### config.mk
export PLATFORM = sky130hd
export DESIGN_NAME = vc_arbiter
export DESIGN_NICKNAME = d
export VERILOG_FILES = /design/src/rtl/vc_arbiter.sv
export SDC_FILE = /design/constraint.sdc
export NUM_CORES = 1
export LEC_CHECK = 0
export CORE_MARGIN = 2
export CORE_UTILIZATION = 39
export CTS_BUF_LIST = sky130_fd_sc_hd__clkbuf_8
export CTS_CLUSTER_SIZE = 12
export DETAILED_ROUTE_END_ITERATION = 8
export GPL_TIMING_DRIVEN = 0
export PLACE_DENSITY = 0.85
export SETUP_SLACK_MARGIN = 0.4
export SLEW_MARGIN = 20
export SYNTH_ARGS = -nofsm -noshare
export SYNTH_HDL_FRONTEND = slang
export SYNTH_SLANG_ARGS = --single-unit
### constraint.sdc
create_clock -name clk -period 2.2 [get_ports clk]
set_input_delay 0.55 -clock clk [delete_from_list [all_inputs] [get_ports clk]]
set_output_delay 0.55 -clock clk [all_outputs]
set_load 0.01 [all_outputs]
### src/rtl/vc_arbiter.sv
// -----------------------------------------------------------------------------
// vc_arbiter
// Weighted round-robin scheduler moving words from two show-ahead virtual
// channel FIFOs (VC0, VC1) into two destination FIFOs (D0, D1). At most one VC
// head word is popped per cycle; the word is pushed into D0 or D1 (chosen by
// bit DEST_BIT of the word) exactly one cycle after its pop.
//
// Optional build macro: ARB_STATS_EN
//   defined   -> per-VC saturating grant counters drive grant_cnt_vc0/1
//   undefined -> no counters; grant_cnt_vc0/1 are tied to 0
//
// Ports
//   clk               clock
//   reset             asynchronous reset, active low
//   enable            arbitration permitted (device FSM active state)
//   weight_vc0/1      consecutive grants allowed per VC (0 behaves as 1)
//   vc0/1_empty       VC FIFO empty flags
//   vc0/1_data        VC FIFO head words (show-ahead)
//   d0/1_almost_full  destination pause
//   pop_vc0/1         combinational pops of the VC FIFOs
//   push_d0/1         registered pushes into the destination FIFOs
//   data_out          registered word for the destination FIFOs
//   arb_idle          no pop this cycle and no push in progress
//   grant_cnt_vc0/1   grant statistics (ARB_STATS_EN only, else 0)
// -----------------------------------------------------------------------------
module vc_arbiter #(
    parameter int DATA_W   = 6,
    parameter int DEST_BIT = 4,
    parameter int WEIGHT_W = 3,
    parameter int CNT_W    = 8
) (
    input  logic                clk,
    input  logic                reset,
    input  logic                enable,
    input  logic [WEIGHT_W-1:0] weight_vc0,
    input  logic [WEIGHT_W-1:0] weight_vc1,
    input  logic                vc0_empty,
    input  logic                vc1_empty,
    input  logic [DATA_W-1:0]   vc0_data,
    input  logic [DATA_W-1:0]   vc1_data,
    input  logic                d0_almost_full,
    input  logic                d1_almost_full,
    output logic                pop_vc0,
    output logic                pop_vc1,
    output logic                push_d0,
    output logic                push_d1,
    output logic [DATA_W-1:0]   data_out,
    output logic                arb_idle,
    output logic [CNT_W-1:0]    grant_cnt_vc0,
    output logic [CNT_W-1:0]    grant_cnt_vc1
);

    typedef enum logic [1:0] {
        ST_IDLE = 2'd0,
        ST_GNT0 = 2'd1,
        ST_GNT1 = 2'd2
    } state_e;

    // A programmed weight of zero is served as a weight of one.
    function automatic logic [WEIGHT_W:0] eff_weight(input logic [WEIGHT_W-1:0] w);
        logic [WEIGHT_W:0] r;
        if (w == {WEIGHT_W{1'b0}}) begin
            r = {{WEIGHT_W{1'b0}}, 1'b1};
        end else begin
            r = {1'b0, w};
        end
        return r;
    endfunction

    state_e              state_q, state_d;
    logic [WEIGHT_W-1:0] credit_q, credit_d;
    logic                last_grant_q, last_grant_d;   // 1'b1 = VC1 served last
    logic                push_d0_q, push_d1_q;
    logic [DATA_W-1:0]   data_q;

    logic                vc0_af_s, vc1_af_s;
    logic                elig0_s, elig1_s;
    logic [WEIGHT_W:0]   w0_eff_s, w1_eff_s;
    logic [WEIGHT_W:0]   credit_inc_s;
    logic                pop0_s, pop1_s;
    logic                pop0_g_s, pop1_g_s, pop_any_s;
    logic [DATA_W-1:0]   sel_word_s;

    // Each VC looks only at the pause flag of its own head word's destination,
    // so a blocked VC never stalls the other one.
    assign vc0_af_s = vc0_data[DEST_BIT] ? d1_almost_full : d0_almost_full;
    assign vc1_af_s = vc1_data[DEST_BIT] ? d1_almost_full : d0_almost_full;
    assign elig0_s  = ~vc0_empty & ~vc0_af_s;
    assign elig1_s  = ~vc1_empty & ~vc1_af_s;

    assign w0_eff_s     = eff_weight(weight_vc0);
    assign w1_eff_s     = eff_weight(weight_vc1);
    assign credit_inc_s = {1'b0, credit_q} + {{WEIGHT_W{1'b0}}, 1'b1};

    // Arbitration FSM: next state, credit and pop selection.
    always_comb begin
        state_d  = state_q;
        credit_d = credit_q;
        pop0_s   = 1'b0;
        pop1_s   = 1'b0;
        if (!enable) begin
            state_d = ST_IDLE;
        end else begin
            case (state_q)
                ST_IDLE: begin
                    credit_d = {WEIGHT_W{1'b0}};
                    if (last_grant_q) begin
                        state_d = ST_GNT0;
                    end else begin
                        state_d = ST_GNT1;
                    end
                end
                ST_GNT0: begin
                    if (elig0_s) begin
                        pop0_s = 1'b1;
                        if (credit_inc_s >= w0_eff_s) begin
                            // Burst finished; keep VC0 if VC1 cannot use the slot.
                            credit_d = {WEIGHT_W{1'b0}};
                            if (elig1_s) begin
                                state_d = ST_GNT1;
                            end else begin
                                state_d = ST_GNT0;
                            end
                        end else begin
                            credit_d = credit_inc_s[WEIGHT_W-1:0];
                        end
                    end else if (elig1_s) begin
                        pop1_s   = 1'b1;
                        state_d  = ST_GNT1;
                        credit_d = {{(WEIGHT_W-1){1'b0}}, 1'b1};
                    end else begin
                        state_d  = state_q;
                        credit_d = credit_q;
                    end
                end
                ST_GNT1: begin
                    if (elig1_s) begin
                        pop1_s = 1'b1;
                        if (credit_inc_s >= w1_eff_s) begin
                            credit_d = {WEIGHT_W{1'b0}};
                            if (elig0_s) begin
                                state_d = ST_GNT0;
                            end else begin
                                state_d = ST_GNT1;
                            end
                        end else begin
                            credit_d = credit_inc_s[WEIGHT_W-1:0];
                        end
                    end else if (elig0_s) begin
                        pop0_s   = 1'b1;
                        state_d  = ST_GNT0;
                        credit_d = {{(WEIGHT_W-1){1'b0}}, 1'b1};
                    end else begin
                        state_d  = state_q;
                        credit_d = credit_q;
                    end
                end
                default: begin
                    state_d  = ST_IDLE;
                    credit_d = {WEIGHT_W{1'b0}};
                end
            endcase
        end
    end

    // Pops are gated by reset so they drop the moment reset is asserted,
    // even between clock edges.
    assign pop0_g_s   = pop0_s & reset;
    assign pop1_g_s   = pop1_s & reset;
    assign pop_any_s  = pop0_g_s | pop1_g_s;
    assign sel_word_s = pop1_g_s ? vc1_data : vc0_data;

    // Remember which VC was served last so a restart favours the other one.
    always_comb begin
        if (pop0_g_s) begin
            last_grant_d = 1'b0;
        end else if (pop1_g_s) begin
            last_grant_d = 1'b1;
        end else begin
            last_grant_d = last_grant_q;
        end
    end

    // FSM state, credit and last-grant registers.
    always_ff @(posedge clk or negedge reset) begin
        if (!reset) begin
            state_q      <= ST_IDLE;
            credit_q     <= {WEIGHT_W{1'b0}};
            last_grant_q <= 1'b1;
        end else begin
            state_q      <= state_d;
            credit_q     <= credit_d;
            last_grant_q <= last_grant_d;
        end
    end

    // Output stage: popped word is registered and pushed one cycle later.
    always_ff @(posedge clk or negedge reset) begin
        if (!reset) begin
            push_d0_q <= 1'b0;
            push_d1_q <= 1'b0;
            data_q    <= {DATA_W{1'b0}};
        end else begin
            push_d0_q <= pop_any_s & ~sel_word_s[DEST_BIT];
            push_d1_q <= pop_any_s &  sel_word_s[DEST_BIT];
            if (pop_any_s) begin
                data_q <= sel_word_s;
            end else begin
                data_q <= data_q;
            end
        end
    end

    assign pop_vc0  = pop0_g_s;
    assign pop_vc1  = pop1_g_s;
    assign push_d0  = push_d0_q;
    assign push_d1  = push_d1_q;
    assign data_out = data_q;
    assign arb_idle = ~pop_any_s & ~push_d0_q & ~push_d1_q;

`ifdef ARB_STATS_EN
    logic [CNT_W-1:0] cnt0_q, cnt1_q;

    // Saturating grant counters, cleared only by reset.
    always_ff @(posedge clk or negedge reset) begin
        if (!reset) begin
            cnt0_q <= {CNT_W{1'b0}};
            cnt1_q <= {CNT_W{1'b0}};
        end else begin
            if (pop0_g_s && (cnt0_q != {CNT_W{1'b1}})) begin
                cnt0_q <= cnt0_q + {{(CNT_W-1){1'b0}}, 1'b1};
            end else begin
                cnt0_q <= cnt0_q;
            end
            if (pop1_g_s && (cnt1_q != {CNT_W{1'b1}})) begin
                cnt1_q <= cnt1_q + {{(CNT_W-1){1'b0}}, 1'b1};
            end else begin
                cnt1_q <= cnt1_q;
            end
        end
    end

    assign grant_cnt_vc0 = cnt0_q;
    assign grant_cnt_vc1 = cnt1_q;
`else
    assign grant_cnt_vc0 = {CNT_W{1'b0}};
    assign grant_cnt_vc1 = {CNT_W{1'b0}};
`endif

endmodule

==> qor.csv <==
metric,value,unit
fin_ws,0.0473,ns
design_area,2240,um2
globalplace.congestion,0.840,
place_worst_setup_slack,-1.11,ns
synth_commonest_cells,"nand2_1 (20), buf_4 (16), dfrtp_1 (13), inv_1 (13), ha_1 (11)",
multi_input_area,1040,um2
required,1.65,ns
grt_max_degree,16,
diodes,0,
layout.nets,262,
hpwlAfterDp,2.04,mm
worst-path-max-fanout,3,
die_y,59.7,um
crit_family,simple AND/OR/NAND/NOR gates,
total_power,1.78,mW
crit_buf_inv,2,
die_w,59.7,um
drv_slew,0,
setup_viol,0,
clock_skew,0.00544,ns
clock_sinks,14,
final-seq-area,353,um2
hold_viol,0,
use_met1,0.260,
antenna_found_initial,0,
via_per_inst,5.16,
pin_count,52,
die_area,3560,um2
pwr-share-comb,0.663,
wire_per_inst,15.8,um
power.leakage,1.05,nW
cts_root_buffer,clkbuf_8,
grt_pass1_vias,1164,
synth_area,1210,um2
core_area,3000,um2
status,"finished, final reports clean",
path_clk_slew,0.06,ns
routed_wl,4.08,mm
nFillCells,203,
clk_path_buf_depth,2,
cpMaxStageDelayCell,mux2_4,
min_period_over_period,0.979,
ys_seq_elements,14,
via_count,1331,
ys.flop_type,dfrtp_1,
cap_violations,0,
holdCritPathClass,in -> async,
worstPathArrival,1.60,ns
synth_area_leaders,"dfrtp_1 (27%), ha_1 (11%), buf_4 (9.9%)",
yosysMostFrequentCell,nand2_1,
netlist.area_leader.share,0.269,
whs,0.148,ns
swShare,0.404,
grt_remaining_overflow,0,
layout-drive-gt1-share,0.471,
cts_buffers,3,
ant_nets,0,
use_met2,0.360,
grt_pass1_wl,5.43,mm
synth-seq-area-share,0.291,
tightestPinTransition,0.829,ns
path_class,in -> out,
clock.fmax,465,MHz
areaGrowthSynthToFinish,85.0,%
drc,0,
p_per_area,794,nW/um2
ir_worst_vdd,0.000715,V
cp-end-kind,output pin,
portBuffers,35,
synth_edf_count,0,
ys_async_sr_fraction,1.00,
cp-start-kind,input port,
clk_latency,0.25,ns
busiest_layer,met2,
synth_cells,140,
cp_cell_sequence,"buf_4, mux2_4, or2_4, a21oi_4, nor3_4, buf_2",
critPathMaxStageDelay,0.29,ns
yosys_warnings,0,
htree_num_levels,1,
fin_crit,2.15,ns
p_sw,719,uW
power.share.clock,0.120,
maxSlewHeadroom,0.443,
yosys.area.top_type,dfrtp_1,
internal-power,1.06,mW
first_pass_iters,4,
met3_usage,0.0390,
drt-initial-drc-count,41,
synth.distinct_cells,39,
fp-row-count,20,
rsz0062_at_grt,true,
dpl_cell_area,1710,um2
avgSynthCellArea,8.64,um2
cts_tree,done,
grt_usage,0.201,
fin_tns_setup,0,ns
power_frac_seq,0.217,
initial_core_util,0.403,
[flip-flops by register name, indices dropped and copies added, names as in the netlist]
register / count
credit_q: 3
push_d0: 1
data_out: 6
state_q: 2
push_d1: 1
last_grant_q: 1
[cell usage in the layout (no fill, tap or decap), drive strengths merged, types with 2 or more instances in the layout]
cell,instances
a21oi,5
a22oi,5
buf,56
clkbuf,4
clkdlybuf4s50,18
conb,16
dfrtp,13
dlygate4sd2,7
ha,11
inv,14
mux2i,5
nand2,20
nand2b,3
nand3,3
nand4,2
nor2,7
nor2b,5
nor3,4
o21ai,5
o21bai,2
o31ai,2
[through the flow]
stage,instances,util
CTS,249,0.689
global placement,223,0.568
finish,258,0.745
detailed placement,223,0.568
global route,258,0.745
floorplan,155,-
[cell families (layout without fill, tap and decap cells)]
kind of cell	count (synthesis)	in the layout	synth area share
simple gates	49	49	0.205
buf+inv	30	100	0.144
compound gates	29	29	0.190
flops	14	14	0.291
fa+ha+maj	11	11	0.114
mux	6	6	0.0538
other cells	1	16	0.00310
[cell type report]
cell class / instances / share of cell area
Buffer: 17 / 0.0587
Timing Repair Buffer: 66 / 0.258
Tap cell: 33 / 0.0184
Sequential cell: 14 / 0.158
Multi-Input combinational cell: 111 / 0.465
Clock buffer: 3 / 0.0184
Clock inverter: 1 / 0.00168
Inverter: 13 / 0.0218
[routing by layer]
layer / vias up / share of wire
met5: - / 0
met4: 0 / 0.033
met3: 14 / 0.044
met2: 51 / 0.55
met1: 638 / 0.37
li1: 628 / -
[power groups by stage]
stage | registers (mW) | logic (mW) | clock network (mW)
2_1_floorplan | 0.404 | 0.463 | 0
3_3_place_gp | 0.390 | 0.694 | 0
3_5_place_dp | 0.391 | 0.707 | 0
4_1_cts | 0.379 | 0.988 | 0.214
5_1_grt | 0.393 | 1.25 | 0.236
6_report | 0.385 | 1.18 | 0.214
[final timing paths]
path / startpoint / to / slack [ns] / depth (start not counted)
worst max-delay path: d1_almost_full / pop_vc0 / 0.05 / 6
worst min-delay path: reset / data_out[5] / 0.15 / 1
worst max register to register: credit_q[0] / state_q[1] / 0.06 / 10
worst min register to register: data_out[2] / data_out[2] / 0.51 / 2
max in group asynchronous: reset / last_grant_q / 1.79 / 1
min in group clk: data_out[2] / data_out[2] / 0.51 / 2
[repair_timing]
item / CTS / global route
hold endpoints to repair: 0 / 0
setup endpoints to repair: 17 / 16
pin swaps: 21 / 20
gates resized for setup: 88 / 24
setup buffers: 22 / 9
hold buffers: 0 / 0
Power figures use the tool's default switching activity.
